<file path="config.mk">
export PLATFORM = sky130hd
export DESIGN_NAME = register_file_mp
export DESIGN_NICKNAME = d
export VERILOG_FILES = /design/src/rtl/regfile_pkg.sv /design/src/rtl/regfile_scoreboard.sv /design/src/rtl/register_file_mp.sv
export SDC_FILE = /design/constraint.sdc
export NUM_CORES = 2
export LEC_CHECK = 0
export ABC_AREA = 1
export CAP_MARGIN = 40
export CORE_UTILIZATION = 30
export CTS_CLUSTER_SIZE = 12
export DETAILED_ROUTE_END_ITERATION = 8
export PLACE_DENSITY = 0.4
export SLEW_MARGIN = 25
export SYNTH_ARGS = -nofsm -noshare
export SYNTH_HDL_FRONTEND = slang
export SYNTH_SLANG_ARGS = --single-unit
export TNS_END_PERCENT = 50
</file>
<file path="constraint.sdc">
create_clock -name clk -period 6.4 [get_ports clk]
set_input_delay 1.28 -clock clk [delete_from_list [all_inputs] [get_ports clk]]
set_output_delay 1.28 -clock clk [all_outputs]
set_load 0.05 [all_outputs]
</file>
<file path="src/rtl/regfile_pkg.sv">
// regfile_pkg: shared defaults and ABI register indices for the multi-port register file.
`default_nettype none

package regfile_pkg;

  localparam int XLEN_DEFAULT = 32;
  localparam int NREG_DEFAULT = 32;

  localparam int REG_ZERO = 0;
  localparam int REG_SP   = 2;

  localparam logic [31:0] SP_INIT_DEFAULT = 32'h0000_8000;

  typedef logic [XLEN_DEFAULT-1:0] word_t;

endpackage

`default_nettype wire

</file>
<file path="src/rtl/regfile_scoreboard.sv">
// regfile_scoreboard: pending-write vector with flush/clear/set priority and per-port busy lookup.
`default_nettype none

module regfile_scoreboard
  import regfile_pkg::*;
#(
  parameter int NREG = NREG_DEFAULT,
  parameter int AW   = $clog2(NREG),
  parameter int NRD  = 2
) (
  input  logic              clk,
  input  logic              reset,
  input  logic [NRD*AW-1:0] ra_i,
  input  logic              we_i,
  input  logic [AW-1:0]     wa_i,
  input  logic              iss_valid_i,
  input  logic [AW-1:0]     iss_rd_i,
  input  logic              flush_i,
  output logic [NRD-1:0]    busy_o
);

  logic [NREG-1:0] pend_q;
  logic [NREG-1:0] pend_d;

  // Issue is applied after the write clear so a newer producer keeps the bit set.
  always_comb begin
    pend_d = pend_q;
    if (flush_i) begin
      pend_d = '0;
    end else begin
      if (we_i && (wa_i != AW'(REG_ZERO))) begin
        pend_d[wa_i] = 1'b0;
      end
      if (iss_valid_i && (iss_rd_i != AW'(REG_ZERO))) begin
        pend_d[iss_rd_i] = 1'b1;
      end
    end
    pend_d[REG_ZERO] = 1'b0;
  end

  always_ff @(posedge clk) begin
    if (!reset) begin
      pend_q <= '0;
    end else begin
      pend_q <= pend_d;
    end
  end

  // Bit 0 is held clear, so no special case is needed for a read of register 0.
  for (genvar k = 0; k < NRD; k++) begin : g_busy
    assign busy_o[k] = pend_q[ra_i[k*AW +: AW]];
  end

endmodule

`default_nettype wire

</file>
<file path="src/rtl/register_file_mp.sv">
// register_file_mp: RV32 register file with NRD combinational read ports, optional write bypass
// and an integrated RAW-hazard scoreboard.
`default_nettype none

module register_file_mp
  import regfile_pkg::*;
#(
  parameter int              XLEN    = XLEN_DEFAULT,
  parameter int              NREG    = NREG_DEFAULT,
  parameter int              AW      = $clog2(NREG),
  parameter int              NRD     = 2,
  parameter int              BYPASS  = 1,
  parameter int              SP_IDX  = REG_SP,
  parameter logic [XLEN-1:0] SP_INIT = XLEN'(SP_INIT_DEFAULT)
) (
  input  logic                clk,
  input  logic                reset,
  input  logic [NRD*AW-1:0]   ra,
  output logic [NRD*XLEN-1:0] rd,
  output logic [NRD-1:0]      rd_busy,
  input  logic                we,
  input  logic [AW-1:0]       wa,
  input  logic [XLEN-1:0]     wd,
  input  logic                iss_valid,
  input  logic [AW-1:0]       iss_rd,
  input  logic                flush
);

  logic [XLEN-1:0] regs_q [NREG];
  logic [NRD-1:0]  sb_busy;
  logic            wr_en;

  assign wr_en = we && (wa != AW'(REG_ZERO));

  always_ff @(posedge clk) begin
    if (!reset) begin
      for (int i = 0; i < NREG; i++) begin
        regs_q[i] <= (i == SP_IDX) ? SP_INIT : '0;
      end
    end else if (wr_en) begin
      regs_q[wa] <= wd;
    end
  end

  regfile_scoreboard #(
    .NREG (NREG),
    .AW   (AW),
    .NRD  (NRD)
  ) u_scoreboard (
    .clk         (clk),
    .reset       (reset),
    .ra_i        (ra),
    .we_i        (we),
    .wa_i        (wa),
    .iss_valid_i (iss_valid),
    .iss_rd_i    (iss_rd),
    .flush_i     (flush),
    .busy_o      (sb_busy)
  );

  for (genvar k = 0; k < NRD; k++) begin : g_rd
    logic [AW-1:0] addr;
    logic          hit;

    assign addr = ra[k*AW +: AW];

    if (BYPASS != 0) begin : g_bypass
      assign hit = wr_en && (wa == addr);
    end else begin : g_no_bypass
      assign hit = 1'b0;
    end

    assign rd[k*XLEN +: XLEN] = hit ? wd :
                                (addr == AW'(REG_ZERO)) ? '0 : regs_q[addr];
    assign rd_busy[k]         = hit ? 1'b0 : sb_busy[k];
  end

endmodule

`default_nettype wire

</file>
# Word level (Yosys, flattened, before mapping)
# Memories as Yosys holds them, arrays and structs flattened.
# Cells that the tools add are included.
# classes
n_eq_ne	2
order_cmp	6
mux	24
bitwise	4
n_reduce_logical	12
# op_table
operator	count
two-way mux 32 bit	8
AND 32 bit	1
NOT 32 bit	1
bitwise OR 32 bit	1
OR reduction 32 bit	1
less-than comparator 5 x 6 -> 1 bit (second input constant)	4
two-way mux 1 bit	11
binary-select mux 1 bit (select 5 bit)	2
demux 1 bit (select 5 bit)	2
equality test 5 bit	2
greater-or-equal comparator 5 x 1 -> 1 bit (second input constant)	2
zero test 5 bit	2
nonzero test 5 bit	2
logical AND 1 bit	6
two-way mux 5 bit	1
OR reduction 2 bit	1
NOT 1 bit	1
# word_totals
mem_bits_rw	1024
n_memories	1
input_bits	57
regBits	32
out_inout_bits	66
# mem_list
memory	words	width	read_ports	rd_ports_with_merged_regs	write_ports	line	rtl
regs_q	32	32	2	0	32	register_file_mp.sv:29	logic [XLEN-1:0] regs_q [NREG];

# Logic depth before layout (Yosys ltp)
# depth
ltp_word	10
ltp_mapped	13

# Cells and area by module
# Synthesis repeated with hierarchy kept, for this count alone.
# unflattened
hier_cells	7425
area_unflattened_um2	58573.7
# modules_own_cells
module	cells_each	seq_area_each_um2	area_per_inst_um2	n_inst
register_file_mp	7087	30749.5	56541.7	1
regfile_scoreboard	338	620.6	2031.9	1

# Worst setup path before layout
# Ideal clock, no wire load.
# synth_path
path_kind	input port to output port
start	in ra[5]
end	out rd_busy[1]
slack_ns	2.068
arrival_time_ns	3.052
stages	13
t_required_ns	5.120
path_cell_list	buf_4 > buf_4 > inv_1 > buf_2 > buf_4 > nand2_1 > nand3_1 > nand2_1 > nor2_1 > nand2_1 > nand3_1 > nand2_1 > nor2_1
# synth_between
elab_chain_cells	3
word_cells_on_any_way	5
cone_classes	eq/ne: 1; mux: 3; reduce/logical: 1
# synth_lines
item	line	rtl
start: declaration	register_file_mp.sv:18	input logic [NRD*AW-1:0] ra,
binary-select mux 1 bit (select 5 bit) or equality test 5 bit (tied branches)	regfile_scoreboard.sv:51, register_file_mp.sv:68	
two-way mux 1 bit (not written as such) or logical AND 1 bit (tied branches)	regfile_scoreboard.sv:51, register_file_mp.sv:68	
two-way mux 1 bit *	register_file_mp.sv:75	assign rd_busy[k] = hit ? 1'b0 : sb_busy[k];
end: declaration	register_file_mp.sv:20	output logic [NRD-1:0] rd_busy,
# Every way passes the cells marked *; elsewhere a longest branch is shown, timed or not. The select of a mux whose other input is x is not followed.

# Worst setup path after layout
# layout_path
start	in wa[2]
end	out rd[62]
# layout_between
elab_chain_cells	4
word_cells_on_any_way	5
cone_classes	eq/ne: 1; mux: 1; reduce/logical: 3
# layout_lines
item	line	rtl
start: declaration	register_file_mp.sv:22	input logic [AW-1:0] wa,
nonzero test 5 bit	register_file_mp.sv:33	assign wr_en = we && (wa != AW'(REG_ZERO));
logical AND 1 bit	register_file_mp.sv:33	
logical AND 1 bit *	register_file_mp.sv:68	assign hit = wr_en && (wa == addr);
two-way mux 32 bit *	register_file_mp.sv:73	assign rd[k*XLEN +: XLEN] = hit ? wd :
end: declaration	register_file_mp.sv:19	output logic [NRD*XLEN-1:0] rd,
# Every way passes the cells marked *; elsewhere a longest branch is shown, timed or not.

==> parameters.txt <==
Parameter                              Value

Yosys
  Post-synthesis area per instance    7.97 µm²
  Area share of the largest cell type after synthesis    0.527
  Cell type with the largest total area after synthesis    sky130_fd_sc_hd__edfxtp_1
  Number of enable-type register cells in the synthesized netlist    1024
  Synth async-reset ratio    0
  Seq cells post-synth    1055
  Top area cells in the synthesized netlist    sky130_fd_sc_hd__edfxtp_1 53%, sky130_fd_sc_hd__nand2_1 13%, sky130_fd_sc_hd__nor2_1 8.3%
  Cells after Synth    between 7000 and 8000
  Count of warnings emitted by yosys    0
  Count of distinct cell types in the synthesized netlist    28
  Predominant post-synthesis flop cell    sky130_fd_sc_hd__edfxtp_1
  Proportion of synthesized chip area in sequential cells    0.538
  Cell area after technology mapping    0.0583 mm²

Timing
  Setup total negative slack    0 ns
  RSZ-0062 raised after global routing    no
  Headroom to the max-slew limit    0.288
  Count of final max-slew check failures    0
  Post-layout min period    5.45 ns
  Count of endpoints failing setup in the final report    0
  Peak Freq    184 MHz
  Smallest setup slack after layout    0.952 ns
  Slew @ Worst Pin    ~1.1 ns
  Max Clock Skew    0 ns
  Final Hold Violating Endpoints    0
  Final period utilization    0.851

Clock network
  Setup bufs post-CTS    0
  Number of buffers on the longest clock path    3
  Clock root buffer master    sky130_fd_sc_hd__clkbuf_16
  Number of hold-repair buffers added at the cts stage    0
  Sinks on the clock net    1055
  Clock insertion delay at the later pin of the skew report    0.80 ns
  Post-CTS sizing    0
  CTS tree    done
  Number of buffers created by CTS    between 100 and 150
  Clock Pin Slew Worst Setup and Hold Paths    0.06 ns
  H-tree depth    4

Drt
  DRT iter0 DRCs    5652
  Total via count after detailed routing    52600
  Wire length reported by the detailed router    275000 µm
  Average wire per cell in the routed design    28.0 µm
  Number of detailed-routing iterations run before antenna repair    6
  Post-route DRC violation count    0
  Remaining number of nets flagged by the antenna check after routing    0
  Average via count per standard cell    5.37

Floorplanning
  Site row count    161
  Die width    443 µm
  Area of the core    slightly below 0.2 mm²
  Top-Level Pins    123
  Total Die Area    slightly below 0.2 mm²
  Starting Density    0.303
  Die Span Y    443 µm

Global route
  Global-route total usage across every layer    0.274
  GRT overflow    0
  Initial antenna violation count    2
  Pin count of the biggest net entering global routing    between 150 and 200
  Vias in the first global route    49800
  Global-route wire length before repair    384000 µm

Finish
  Count of fill cells added during filler insertion    19800
  Post-layout instance area    slightly below 0.07 mm²
  Area taken by flip-flops and latches    around 0.031 mm²
  Net total in the final layout    7214
  Multi-input gate area in the final layout    0.0232 mm²
  Most used cells in the layout excluding fill and tap cells    2051 x sky130_fd_sc_hd__nand2_1, 1287 x sky130_fd_sc_hd__nor2_1, 1024 x sky130_fd_sc_hd__edfxtp_1
  Util after Layout    0.349
  Share of cells above drive strength 1    0.0730
  Most common cell after layout, fill and taps aside    sky130_fd_sc_hd__nand2_1
  Layout Area Growth over Synthesis    15.5%

Critical path
  Worst stage delay on the critical path    0.61 ns
  Data required time of the critical path    roughly 5.1 ns
  Worst Setup Start Kind    input pin
  Slowest cell on the critical path    sky130_fd_sc_hd__a21boi_4
  Family with the most delay on the worst path    buffers and inverters
  Buffers plus inverters on the worst setup path    5
  Kind of critical path    in -> out
  Cells along the critical path    clkdlybuf4s50_1 -> inv_2 -> nand3_1 -> o21ai_2 -> inv_1 -> a21boi_4 -> buf_12 -> nand3_1 -> nand2_1 -> buf_12
  Setup slack on the worst flop-to-flop path    5.68 ns
  Kind of end point of the critical path    primary output
  Crit path DAT    4.17 ns
  CP Max Fanout    20

Power and ir drop
  Worst-case vdd ir drop    0.182 mV
  Power density normalized to cell area    274 mW/mm²
  Overall power consumption    roughly 18 mW
  Leakage    26.5 nW

Min path
  Worst hold path type    reg -> reg

Placed design
  Port-buffer cells    122
  Instance area after placement    about 0.063 mm²
  Routability Congestion    between 0.8 and 0.9
  HPWL after detailed placement    155000 µm
  Pre-CTS worst setup slack    0.984 ns

Run
  # Max-Cap Violations    0

Run status
  Result of the run    complete, no violations
cell usage after synthesis (2+ instances only):
library cell / n
sky130_fd_sc_hd__clkinv_1: 2
sky130_fd_sc_hd__dfxtp_1: 31
sky130_fd_sc_hd__nor2_1: 1290
sky130_fd_sc_hd__edfxtp_1: 1024
sky130_fd_sc_hd__nand4_1: 4
sky130_fd_sc_hd__o211ai_1: 279
sky130_fd_sc_hd__nor3_1: 5
sky130_fd_sc_hd__clkbuf_1: 333
sky130_fd_sc_hd__inv_2: 4
sky130_fd_sc_hd__o21ai_0: 264
sky130_fd_sc_hd__a21oi_1: 527
sky130_fd_sc_hd__xnor2_1: 6
sky130_fd_sc_hd__buf_1: 53
sky130_fd_sc_hd__buf_4: 15
sky130_fd_sc_hd__inv_1: 372
sky130_fd_sc_hd__nor2_2: 2
sky130_fd_sc_hd__buf_2: 230
sky130_fd_sc_hd__nand2_1: 2095
sky130_fd_sc_hd__nand3_1: 775
cells by family after synthesis:
group                     share of synthesized area
AOI/OAI and AO/OA                             0.104
xor gates and xnor gates                    0.00105
buffers and inverters                        0.0710
DFF                                           0.538
other                                     0.0000643
and+or+nand+nor                               0.286
sequential cells by signal (all words and copies together), names as in the netlist:
register	cells
regs_q	1024
u_scoreboard.pend_q	31
per-stage QoR:
stage	std cells	hold WS (ns)
floorplan	7351	0.439
global placement	9511	0.457
detailed placement	9544	0.456
CTS	9788	0.463
global route	9789	0.482
finish	9791	0.463
report_power, final:
group          internal (mW)  switching, mW  leakage, nW  total, mW
sequential              7.95          0.163         10.0       8.11
clock                   4.27           3.24         2.04       7.50
combinational          0.785           2.02         14.4       2.81
layout make-up:
class	instances	share of cell area
clock inverters	67	0.00676
repair buffers	300	0.0584
diodes	2	0.0000743
multi-input cells	5286	0.345
inverters	378	0.0214
clock buffers	177	0.0555
flip-flops and latches	1055	0.466
well taps	2526	0.0469
per-layer routing:
layer  vias up  wire length (µm)  track usage  part of all wire
met2      2014            133000        0.465              0.48
met1     26100            116000        0.356              0.42
li1      24000                 -            -                 -
met3       448             15700       0.0331             0.057
met4         0             10200        0.101             0.037
met5         -                 0            0                 0
worst paths after layout:
path	depth (start not counted)	startpoint	end
setup / recovery	10	wa[2]	rd[62]
hold / removal	2	u_scoreboard.pend_q[5]	u_scoreboard.pend_q[5]
hold reg to reg	2	u_scoreboard.pend_q[5]	u_scoreboard.pend_q[5]
setup reg to reg	2	u_scoreboard.pend_q[8]	u_scoreboard.pend_q[8]
worst min-delay path, stage by stage, from the launching register on:
cell	delay, ns
sky130_fd_sc_hd__dfxtp_1	0.31
sky130_fd_sc_hd__nand2_1	0.06
sky130_fd_sc_hd__a21oi_1	0.05
(Power assumes the default switching activity.)
